### src/rtl/acc_sequencer_if.sv
// Handshake and result bundle for acc_sequencer: run control, sample stream and accumulator outputs.
interface acc_sequencer_if;
    logic       start;
    logic [3:0] len;
    logic       in_valid;
    logic [3:0] in_data;
    logic       in_ready;
    logic       busy;
    logic       done;
    logic       ack;
    logic [7:0] acc1_out;
    logic [7:0] acc2_out;
    logic [7:0] acc3_out;

    modport master (
        output start, len, in_valid, in_data, ack,
        input  in_ready, busy, done, acc1_out, acc2_out, acc3_out
    );

    modport slave (
        input  start, len, in_valid, in_data, ack,
        output in_ready, busy, done, acc1_out, acc2_out, acc3_out
    );
endinterface

### src/rtl/acc_sequencer.sv
// Three-stage cascaded accumulator over a run of N 4-bit samples (IDLE/RUN/DONE handshake).
// Define ACC_SEQ_SAT_EN to make every accumulation stage saturate at 255 instead of wrapping.
module acc_sequencer (
    input  logic            clk,
    input  logic            reset,
    acc_sequencer_if.slave  bus
);

    typedef enum logic [1:0] {
        IDLE = 2'd0,
        RUN  = 2'd1,
        DONE = 2'd2
    } state_t;

    state_t     state_reg, state_next;
    logic [4:0] count_reg, count_next;
    logic [7:0] acc1_reg, acc1_next;
    logic [7:0] acc2_reg, acc2_next;
    logic [7:0] acc3_reg, acc3_next;

    logic       accept;
    logic [7:0] acc1_upd, acc2_upd, acc3_upd;

    function automatic logic [7:0] add8(input logic [7:0] a, input logic [7:0] b);
`ifdef ACC_SEQ_SAT_EN
        logic [8:0] sum;
        sum = {1'b0, a} + {1'b0, b};
        return sum[8] ? 8'hFF : sum[7:0];
`else
        return a + b;
`endif
    endfunction

    // Each stage consumes the already-updated (and, if enabled, saturated) value of the previous one.
    always_comb begin
        acc1_upd = add8(acc1_reg, {4'b0000, bus.in_data});
        acc2_upd = add8(acc2_reg, acc1_upd);
        acc3_upd = add8(add8(acc3_reg, acc1_upd), acc2_upd);
    end

    assign accept = bus.in_valid && (state_reg == RUN);

    always_ff @(posedge clk or negedge reset) begin
        if (!reset) begin
            state_reg <= IDLE;
            count_reg <= 5'd0;
            acc1_reg  <= 8'd0;
            acc2_reg  <= 8'd0;
            acc3_reg  <= 8'd0;
        end else begin
            state_reg <= state_next;
            count_reg <= count_next;
            acc1_reg  <= acc1_next;
            acc2_reg  <= acc2_next;
            acc3_reg  <= acc3_next;
        end
    end

    always_comb begin
        state_next = state_reg;
        count_next = count_reg;
        acc1_next  = acc1_reg;
        acc2_next  = acc2_reg;
        acc3_next  = acc3_reg;

        case (state_reg)
            IDLE: begin
                if (bus.start) begin
                    acc1_next  = 8'd0;
                    acc2_next  = 8'd0;
                    acc3_next  = 8'd0;
                    // A length of zero encodes a full run of 16 samples.
                    count_next = (bus.len == 4'd0) ? 5'd16 : {1'b0, bus.len};
                    state_next = RUN;
                end
            end
            RUN: begin
                if (accept) begin
                    acc1_next  = acc1_upd;
                    acc2_next  = acc2_upd;
                    acc3_next  = acc3_upd;
                    count_next = count_reg - 5'd1;
                    if (count_reg == 5'd1) begin
                        state_next = DONE;
                    end
                end
            end
            DONE: begin
                if (bus.ack) begin
                    state_next = IDLE;
                end
            end
            default: begin
                state_next = IDLE;
            end
        endcase
    end

    assign bus.in_ready = (state_reg == RUN);
    assign bus.busy     = (state_reg == RUN) || (state_reg == DONE);
    assign bus.done     = (state_reg == DONE);
    assign bus.acc1_out = acc1_reg;
    assign bus.acc2_out = acc2_reg;
    assign bus.acc3_out = acc3_reg;

endmodule

### src/flat_wrapper.sv
// flat-port wrapper written by rule: the top's interface ports become plain ports
module acc_sequencer_flat 
  (clk, reset, bus_start, bus_len, bus_in_valid, bus_in_data, bus_ack, bus_in_ready, bus_busy, bus_done, bus_acc1_out, bus_acc2_out, bus_acc3_out);
  acc_sequencer_if bus_i ();
  input  logic clk;
  input  logic reset;
  input wire logic [$bits(bus_i.start)-1:0] bus_start;
  input wire logic [$bits(bus_i.len)-1:0] bus_len;
  input wire logic [$bits(bus_i.in_valid)-1:0] bus_in_valid;
  input wire logic [$bits(bus_i.in_data)-1:0] bus_in_data;
  input wire logic [$bits(bus_i.ack)-1:0] bus_ack;
  output wire logic [$bits(bus_i.in_ready)-1:0] bus_in_ready;
  output wire logic [$bits(bus_i.busy)-1:0] bus_busy;
  output wire logic [$bits(bus_i.done)-1:0] bus_done;
  output wire logic [$bits(bus_i.acc1_out)-1:0] bus_acc1_out;
  output wire logic [$bits(bus_i.acc2_out)-1:0] bus_acc2_out;
  output wire logic [$bits(bus_i.acc3_out)-1:0] bus_acc3_out;
  assign bus_i.start = bus_start;
  assign bus_i.len = bus_len;
  assign bus_i.in_valid = bus_in_valid;
  assign bus_i.in_data = bus_in_data;
  assign bus_i.ack = bus_ack;
  assign bus_in_ready = bus_i.in_ready;
  assign bus_busy = bus_i.busy;
  assign bus_done = bus_i.done;
  assign bus_acc1_out = bus_i.acc1_out;
  assign bus_acc2_out = bus_i.acc2_out;
  assign bus_acc3_out = bus_i.acc3_out;
  acc_sequencer u_core (.clk(clk), .reset(reset), .bus(bus_i));
endmodule
### config.mk
export PLATFORM = sky130hd
export DESIGN_NAME = acc_sequencer_flat
export DESIGN_NICKNAME = d
export VERILOG_FILES = /design/src/rtl/acc_sequencer_if.sv /design/src/rtl/acc_sequencer.sv /design/src/flat_wrapper.sv
export SDC_FILE = /design/constraint.sdc
export NUM_CORES = 1
export LEC_CHECK = 0
export CAP_MARGIN = 20
export CORE_UTILIZATION = 25
export CTS_CLUSTER_SIZE = 10
export DETAILED_ROUTE_END_ITERATION = 10
export HOLD_SLACK_MARGIN = 0.15
export REMOVE_ABC_BUFFERS = 1
export SKIP_CTS_REPAIR_TIMING = 1
export SYNTH_ARGS = -nofsm -noshare
export SYNTH_HDL_FRONTEND = slang
export SYNTH_SLANG_ARGS = --single-unit
### constraint.sdc
create_clock -name clk -period 11.64 [get_ports clk]
set_clock_uncertainty 0.1 [all_clocks]
set_input_delay 1.164 -clock clk [delete_from_list [all_inputs] [get_ports clk]]
set_output_delay 1.164 -clock clk [all_outputs]
set_load 0.01 [all_outputs]
== Word level (Yosys, flattened, before mapping) ==
Index checks and enable logic that the tools add are counted.

* Memories kept: 0
* RAM bits: 0
* Input bits: 13
* Flip-flop bits (word level): 31
* Word-level logic and storage cells: 40
* Bits in read-only memories: 0
* Output and inout port bits: 27
* Latch bits: 0

* Bitwise logic cells: 0
* Shift operators: 0
* Reduce and logical (&&, ||, !) cells: 7
* Add/sub/neg operators: 5
* Multiply operators: 0
* Equal/unequal tests: 7
* Div/mod/pow operators: 0
* Order comparisons: 0
* Mux-type cells: 16

{| class="wikitable"
|+ Operators with widths
! kind !! number
|-
| $pmux W8 S2 || 3
|-
| $mux W8 || 4
|-
| $add A8 B8 Y8 || 3
|-
| $mux W5 || 3
|-
| $pmux W5 S2 || 1
|-
| $add A8 B4 Y8 || 1
|-
| $mux W2 || 4
|-
| $pmux W2 S3 || 1
|-
| $eq A5 B1 Y1 const B || 1
|-
| $sub A5 B1 Y5 const B || 1
|-
| $logic_not A4 Y1 || 1
|-
| $ne A2 B1 Y1 const B || 2
|-
| $ne A2 B2 Y1 const B || 2
|-
| $reduce_and A4 Y1 || 1
|-
| $reduce_and A3 Y1 || 1
|-
| $eq A2 B1 Y1 const B || 1
|-
| $eq A2 B2 Y1 const B || 1
|-
| $logic_not A2 Y1 || 1
|-
| $reduce_bool A2 Y1 || 1
|-
| $logic_and A1 B1 Y1 || 1
|-
| $logic_or A1 B1 Y1 || 1
|}

== Longest topological paths before layout ==
Gate-level depths: netlist (run 1).

* Word-level depth: 5
* Depth in mapped cells: 18
* Mapped depth without buffers: 18

== Worst setup path before layout (run 1) ==
Ideal clock, no wire load.

* Path type: in2reg
* Start point: input port bus_in_data[0]
* End point: register u_core.acc3_reg[7] (netlist: u_core.bus.acc3_out[7])
* Arrival time: 4.673 ns
* Path buffers: 0
* Stages on the path: 17
* Setup time: 0.131 ns
* Path slack: 6.737 ns
* Required time: 11.409 ns
* Cells stage by stage: ha_1 fa_1 a21o_1 a21oi_1 xnor2_1 ha_1 inv_1 a21oi_1 o21a_1 or3_1 and2_1 fa_1 ha_1 a21oi_1 xnor2_1 xnor2_1 o21ai_0

* Word-level cells in the longest chain between the ends: 5
* Elaborated cells between the ends (all ways): 6
* Those cells by class: add/sub (4); mux (2)

{| class="wikitable"
|+ RTL lines
! what !! RTL line !! text
|-
| start: declaration || flat_wrapper.sv:10 || <nowiki>input wire logic [$bits(bus_i.in_data)-1:0] bus_in_data;</nowiki>
|-
| $add A8 B4 Y8 (*) || acc_sequencer.sv:30 || <nowiki>return a + b;</nowiki>
|-
| $add A8 B8 Y8 || acc_sequencer.sv:30 ||
|-
| $add A8 B8 Y8 (*) || acc_sequencer.sv:30 ||
|-
| $mux W8 (*) || acc_sequencer.sv:78 || <nowiki>if (accept) begin</nowiki>
|-
| $pmux W8 S2 (*) || acc_sequencer.sv:66 || <nowiki>case (state_reg)</nowiki>
|-
| end signal: assignment || acc_sequencer.sv:55 || <nowiki>acc3_reg <= acc3_next;</nowiki>
|-
| end: declaration || acc_sequencer.sv:19 || <nowiki>logic [7:0] acc3_reg, acc3_next;</nowiki>
|}

Every way passes the cells marked *; elsewhere a longest branch is shown, timed or not. The select of a mux whose other input is x is not followed.
A chain may end at the register's enable or synchronous reset.

== Final worst setup path (run 1) ==
Same ends and word-level chain as after synthesis.

==> results of run 1 <==
==> layer usage <==
layer  routed length, µm  share of wire  track usage  vias to the layer above
met5                   0              0            0                        -
met4                  56          0.011       0.0410                        0
met3                 181          0.035       0.0332                        6
met2                2420           0.47        0.198                       31
met1                2470           0.48        0.163                      847
li1                    -              -            -                      863
==> worst max-delay path, cell delays in order <==
cell and delay, ns:
sky130_fd_sc_hd__clkdlybuf4s50_1 0.41, sky130_fd_sc_hd__ha_1 0.23, sky130_fd_sc_hd__fa_1 0.42, sky130_fd_sc_hd__xor2_1 0.38
sky130_fd_sc_hd__ha_1 0.36, sky130_fd_sc_hd__nor2b_1 0.15, sky130_fd_sc_hd__o21ai_1 0.15, sky130_fd_sc_hd__a21oi_1 0.11
sky130_fd_sc_hd__o21a_1 0.18, sky130_fd_sc_hd__or3_1 0.32, sky130_fd_sc_hd__and2_1 0.18, sky130_fd_sc_hd__fa_1 0.44
sky130_fd_sc_hd__ha_1 0.33, sky130_fd_sc_hd__a21oi_1 0.17, sky130_fd_sc_hd__xnor2_1 0.16, sky130_fd_sc_hd__xnor2_1 0.14
sky130_fd_sc_hd__o21ai_0 0.10
==> final cells by class <==
type                            count  share of cell area
Multi-Input combinational cell    163               0.471
Sequential cell                    31               0.273
Timing Repair Buffer               41               0.146
Tap cell                          105              0.0463
Clock buffer                        6              0.0291
Inverter                           17              0.0225
Clock inverter                      2              0.0124
==> cell families after synthesis <==
group | count (synthesis) | share of synthesized area
multiplexers | 2 | 0.00963
adder cells (fa/ha/maj) | 31 | 0.206
XOR/XNOR | 16 | 0.0696
flip-flops | 31 | 0.351
AO/OA/AOI/OAI | 75 | 0.236
AND/OR/NAND/NOR | 39 | 0.0832
buffers and inverters | 24 | 0.0447
==> where the power goes <==
group,internal [mW],switching (mW)
Clock,0.0692,0.0420
Combinational,0.309,0.361
Sequential,0.145,0.0378
==> worst paths after layout <==
check	startpoint	to	cells after the start
worst min-delay path	u_core.count_reg[1]	u_core.count_reg[1]	2
worst max register to register	u_core.bus.acc1_out[0]	u_core.bus.acc3_out[7]	16
worst min register to register	u_core.count_reg[1]	u_core.count_reg[1]	2
max in group asynchronous	reset	u_core.bus.acc2_out[5]	2
min in group asynchronous	reset	u_core.bus.acc1_out[0]	2
worst max-delay path	bus_in_data[0]	u_core.bus.acc3_out[7]	17
==> Yosys cell counts (2+ instances only) <==
cell and instances:
sky130_fd_sc_hd__dfrtp_1 31, sky130_fd_sc_hd__ha_1 22, sky130_fd_sc_hd__o21ai_0 22, sky130_fd_sc_hd__inv_1 17
sky130_fd_sc_hd__nand2_1 16, sky130_fd_sc_hd__a22o_1 13, sky130_fd_sc_hd__a21oi_1 12, sky130_fd_sc_hd__xnor2_1 10
sky130_fd_sc_hd__fa_1 9, sky130_fd_sc_hd__nor2_1 6, sky130_fd_sc_hd__nand3_1 5, sky130_fd_sc_hd__o22ai_1 5
sky130_fd_sc_hd__xor2_1 5, sky130_fd_sc_hd__a21o_1 4, sky130_fd_sc_hd__buf_2 4, sky130_fd_sc_hd__a211oi_1 3
sky130_fd_sc_hd__and2_1 2, sky130_fd_sc_hd__and3_1 2, sky130_fd_sc_hd__clkbuf_1 2, sky130_fd_sc_hd__nand2b_1 2
sky130_fd_sc_hd__nor3_1 2, sky130_fd_sc_hd__o21a_1 2, sky130_fd_sc_hd__o21bai_1 2
==> results summary, run 1 <==
The flow ran to the end, and the final reports show no timing, DRC or antenna violations. The sum of negative setup slack is 0 ns. The floorplan die width is 96.0 µm. The synthesized instance count came out at 218. The setup check on the worst reg-to-reg path leaves a slack of between 7 and 8 ns. In the final layout, the share of cells above drive strength 1 is 0.0615. In this run the worst hold path is classified as reg2reg.

In this run the static leakage power is roughly 1.3 nW. Entering global routing, the biggest net connects 32 pins. The half-perimeter wire length after placement is 3.93 mm.

The total of flip-flops plus latches after synthesis is 31. The core region is ~8400 µm². Relative to the synthesized area, the layout overhead comes to 28.4%. In the final layout, flip-flops and latches occupy 776 µm². After synthesis, the mean cell area works out to ~10 µm². CTS saw 31 sinks. The number of enable flip-flop cells after synthesis came out at 0.

The placed cell area is approximately 2700 µm². The TritonCTS clock tree is done. The critical path data required time is 11.69 ns. After detailed routing, the number of vias per cell comes to between 4 and 5. The initial antenna violation count is 0. The clock insertion delay at the later pin of the skew report came out at 0.28 ns. The number of remaining DRC errors came out at 0. Setup repair after global routing left no endpoint under its margin. The final core utilization came out at 0.338. The overall power consumption came out at about 960 µW. The netlist uses 43 different library cells. The average routed wire per standard cell came out at about 14 µm. The biggest area contributor in the post-synthesis netlist is sky130_fd_sc_hd__dfrtp_1. The most used flip-flop cell after synthesis is sky130_fd_sc_hd__dfrtp_1. The detailed-routing iteration count for the pre-antenna-repair pass came out at 4.

For this design the ratio of total power to cell area is about 340 nW/µm². The slew at the pin closest to its max-slew limit is around 0.73 ns. The number of hold violations in the final report came to 0. In this run the tightest slew margin relative to its limit is 0.510. The aggregate global routing overflow is 0. The final worst setup slack came out at roughly 6.3 ns. The clock root buffer master is sky130_fd_sc_hd__clkbuf_8. The worst setup path is captured at a flop.

The kind of start point of the critical path is an input pin. The number of global-route vias before repair came out at roughly 1800. The arrival time at the worst endpoint is between 5 and 6 ns.

The initialized floorplan defines 33 standard-cell rows. The filler-free cell count of the finished design came out at about 370. The top achievable clock speed came out at approximately 190 MHz.

The initial DRC count is 37. The number of pins exceeding their max-slew limit in the final report came out at 0. The number of routed nets with antenna violations is 0. The chip height is ~96 µm. The area of all placed cells without fillers is approximately 2800 µm².

The max-capacitance violation count came out at 0. The minimum clock period came out at 5.33 ns. The CTS H-tree depth came out at 2. The TritonCTS buffer count is 5. The top-area cell type share of the netlist area is 0.351. The critical path in this run is classified as in2reg. The largest vdd supply drop came out at 0.160 mV. The cell total after placement came out at around 360. The number of buffers inserted by port buffering came out at 39. The total number of vias is 1747. In the finished design, the share of the clock period the worst path needs comes to 0.458. The wire length after detailed routing is 5.12 mm. The global-route wire length before repair came out at 8.68 mm.

The worst-case clock buffer depth came out at 2. The initial core utilization came out at 0.264. The largest driver fanout on the critical path is 4. After filler insertion, the fill cell instance count of the layout stands at 874.

The proportion of synthesized flip-flops having asynchronous set or reset came out at 1.00. In the post-synthesis netlist, the biggest area contributors are sky130_fd_sc_hd__dfrtp_1, sky130_fd_sc_hd__ha_1, sky130_fd_sc_hd__fa_1, sky130_fd_sc_hd__a22o_1, sky130_fd_sc_hd__o21ai_0. The tightest hold path in the finished design has a slack of 0.428 ns. The number of nets in the layout came out at just over 300. The final setup violation count is 0. 0 antenna diodes ended up in the layout. The count of warnings emitted by yosys came out at 0. After clock tree synthesis, the clock-pin slew on the worst setup and hold paths is 0.07 ns. The final weighted congestion in routability-driven placement is between 0.8 and 0.9. The area taken by multi-input logic gates is around 1300 µm². Leaving out fill and tap cells, the most frequent cell in the layout is sky130_fd_sc_hd__clkdlybuf4s50_1. The sequential fraction of the synthesis area came out at 0.351.

40 I/O pins were placed. The overall fraction of global-route tracks in use is 0.125. The area of the die came out at ~9200 µm². Leaving out fill and tap cells, the most frequent cells in the layout are sky130_fd_sc_hd__clkdlybuf4s50_1, sky130_fd_sc_hd__dfrtp_1, sky130_fd_sc_hd__o21ai_0, sky130_fd_sc_hd__ha_1, sky130_fd_sc_hd__inv_1.

The worst setup slack before clock tree synthesis came out at about 6 ns. The cell area after synthesis is approximately 2200 µm².
(Power assumes the default switching activity.)
==> inputs of run 2 (changes only) <==
==> constraint.sdc (replaced) <==
create_clock -name clk -period 4.6 [get_ports clk]
set_clock_uncertainty 0.1 [all_clocks]
set_input_delay 0.46 -clock clk [delete_from_list [all_inputs] [get_ports clk]]
set_output_delay 0.46 -clock clk [all_outputs]
set_load 0.01 [all_outputs]
==> run 2 against run 1 <==
Non-clock buffer count is 19 higher. Core utilization grew 2.0 points. Cell area is 5.9% higher. Highest routed layer unchanged. Critical endpoint unchanged. Largest cell class unchanged.
==> results summary, run 2 (synthesized netlist as in run 1, its figures left out) <==
The antenna diode count is 0 (unchanged). The clock root buffer master was sky130_fd_sc_hd__clkbuf_8 (unchanged). The number of global-route vias before repair came to 1825 (was 1822). The depth of the worst hold-timing path came to 2 (unchanged).

The endpoint kind of the worst setup timing path is a flop (unchanged). The number of routed nets with antenna violations came out at 0 (unchanged). The CTS H-tree depth was 2 (unchanged). The largest driver fanout on the critical path is 3 (was 4). The number of placed I/O pins came to 40 (unchanged).

The wire length after detailed routing came out at 5.22 mm (was 5.12 mm). The clock power share came to 0.104 (was 0.115). The number of buffers inserted by port buffering came out at 39 (unchanged). The average routed wire per standard cell came out at 13.6 µm (was 14.0 µm). The TritonCTS clock tree is done (unchanged). The top achievable clock speed came out at about 230 MHz. The floorplan die width is 96.0 µm (unchanged).

The layout-stage area growth over the synthesis result is 36.0% (was 28.4%). The number of nets in the layout is 322 (was 303). The dominant delay contributor by cell family on the critical path is adder cells (unchanged).

The share of cells above drive strength 1 came out at 0.136 (was 0.0615). Top library cells by usage in the layout, fill and taps aside: sky130_fd_sc_hd__clkdlybuf4s50_1, sky130_fd_sc_hd__dfrtp_1, sky130_fd_sc_hd__o21ai_0, sky130_fd_sc_hd__ha_1, sky130_fd_sc_hd__buf_4 (was sky130_fd_sc_hd__clkdlybuf4s50_1, sky130_fd_sc_hd__dfrtp_1, sky130_fd_sc_hd__o21ai_0, sky130_fd_sc_hd__ha_1, sky130_fd_sc_hd__inv_1). CP cell instances: clkdlybuf4s50_1, ha_1, fa_1, xor2_1, ha_1, nor2b_1, o21ai_1, a21oi_1, o21a_1, or3_1, and2_1, fa_1, ha_1, a21oi_1, xnor2_1, xnor2_1, o21ai_0 (unchanged). The number of cells on the worst reg-to-reg path came out at 16 (unchanged). The largest net degree at the start of global routing is 32 (unchanged). The net switching component of the power is 1.17 mW (was 441 µW). The endpoint of the worst hold-timing path was u_core.count_reg[1] (unchanged).

The number of placement rows is 33 (unchanged). The type of the most critical hold path is reg2reg (unchanged). The beginning of the worst hold path is u_core.count_reg[1] (unchanged).

The final setup violation count is 0 (unchanged). The arrival time at the worst endpoint is 4.46 ns (was 5.38 ns). The number of hold violations in the final report came out at 0 (unchanged). The most common cell after layout, fill and taps aside is sky130_fd_sc_hd__clkdlybuf4s50_1 (unchanged).

The switching portion of total power is 0.428 (was 0.457). The launch instance of the worst register-to-register path is u_core.bus.acc1_out[0] (unchanged). The sum of negative setup slack is 0 ns (unchanged). The internal power is 1.57 mW (was 523 µW).

The aggregate global routing overflow came out at 0 (unchanged). The clock sink total is 31 (unchanged). The period utilization is 0.958.

The total number of vias came to 1809 (was 1747). The delay of the slowest cell on the worst path is 0.43 ns (was 0.44 ns). The half-perimeter wire length after placement came to 3.95 mm (was 3.93 mm).

The portion of total power attributed to sequential cells came out at 0.170 (was 0.190). The placed cell area came out at 2850 µm² (was 2720 µm²). The total power per unit cell area came out at 911 nW/µm² (was 340 nW/µm²). The overall power consumption came out at 2.74 mW (was 964 µW). The setup slack on the worst flop-to-flop path is 0.36 ns (was 7.18 ns). The kind of start point of the critical path is an input pin (unchanged).

The area of the die came to 9220 µm² (unchanged). The largest vdd supply drop is 0.411 mV (was 0.160 mV). The critical path data required time is 4.66 ns (was 11.69 ns). Run status: completed (unchanged). The power share of the combinational group was 0.727 (was 0.695).

The combined buffer and inverter count along the critical path is 1 (unchanged). The initial core utilization is 0.264 (unchanged). The global-route wire length before repair came to 8.74 mm (was 8.68 mm).

The area of all placed cells without fillers came out at 3000 µm² (was 2840 µm²). The max-capacitance violation count came out at 0 (unchanged). The launch point of the critical path is bus_in_data[0] (unchanged).

The overall fraction of global-route tracks in use was 0.127 (was 0.125). The chip height came to 96.0 µm (unchanged). The slew at the pin closest to its max-slew limit came out at 0.723 ns (was 0.735 ns). The cell seen most often among critical-path stages was sky130_fd_sc_hd__ha_1 (unchanged). The initial antenna violation count came to 0 (unchanged). The number of pins exceeding their max-slew limit in the final report came out at 0 (unchanged). The clock insertion delay at the later pin of the skew report came out at 0.29 ns (was 0.28 ns). The clock-pin transition on the worst setup and hold timing paths is 0.07 ns (about the same). The number of remaining DRC errors is 0 (unchanged). The minimum clock period came out at about 4.4 ns. The area inside the core boundary is 8380 µm² (unchanged). The leakage power came out at 1.39 nW (was 1.28 nW).

The initial DRC count is 47 (was 37). Setup repair after global routing missed its margin: false (unchanged). The worst setup path category was in2reg (unchanged). The detailed-routing iteration count for the pre-antenna-repair pass came out at 4 (unchanged). The number of fill cells is 866 (was 874).

The final weighted congestion in routability-driven placement is 0.841 (was 0.812). The worst-case clock buffer depth is 2 (unchanged). The cell type of the slowest stage on the worst timing path is sky130_fd_sc_hd__fa_1 (unchanged).

The final hold slack came out at 0.421 ns (was 0.428 ns). The max-slew headroom at the worst pin is 0.518 (was 0.510). The TritonCTS buffer count came to 5 (unchanged). The via-per-instance ratio came out at 4.71 (was 4.79). The endpoint of the worst register-to-register path was u_core.bus.acc3_out[7] (unchanged).
run 2: tightest hold or removal path: cells and delay by family (launching register included):
| kind | cells | cell delay (ns) |
|---|---|---|
| flip-flops | 1 | 0.36 |
| AO/OA/AOI/OAI | 1 | 0.07 |
| AND/OR/NAND/NOR | 1 | 0.05 |
run 2: worst max-delay path by stage:
| stage | endpoint | slack (ns) | cells past startpoint |
|---|---|---|---|
| finish | u_core.bus.acc3_out[7] | 0.20 | 17 |
| global route | u_core.bus.acc3_out[7] | 0.01 | 18 |
| CTS | u_core.bus.acc3_out[7] | 0.16 | 18 |
| detailed placement | u_core.bus.acc3_out[7] | -0.14 | 18 |
| global placement | u_core.bus.acc3_out[7] | -0.04 | 18 |
| floorplan | u_core.bus.acc3_out[7] | 0.40 | 17 |
run 2: area by class of cell:
cell class              count  area [µm²]  area share
clock buffers               6        82.6      0.0275
well taps                 105         131      0.0437
clock inverters             2        35.0      0.0117
inverters                  17        63.8      0.0212
repair buffers             60         568       0.189
flip-flops and latches     31         776       0.258
multi-input cells         163        1350       0.449
run 2: power by group through the flow:
stage	logic, mW	registers, mW	clock network, mW
after floorplan	1.21	0.474	0
after global placement	1.89	0.467	0
after detailed placement	1.91	0.471	0
after CTS	1.94	0.467	0.291
after global routing	2.25	0.480	0.302
final	1.99	0.464	0.283
run 2: layer usage:
metal  up-vias  GRT usage  share of wire
met5         -          0              0
met4         0     0.0435          0.011
met3         6     0.0355          0.052
met2        36      0.204           0.48
met1       867      0.163           0.46
li1        900          -              -
run 2: stage by stage:
stage / instances / worst slack, ns / util
6_report: 384 / 0.195 / 0.358
5_1_grt: 384 / 0.0104 / 0.358
4_1_cts: 383 / 0.155 / 0.354
3_5_place_dp: 375 / -0.136 / 0.340
3_3_place_gp: 375 / -0.0409 / 0.340
2_1_floorplan: 211 / 0.401 / -
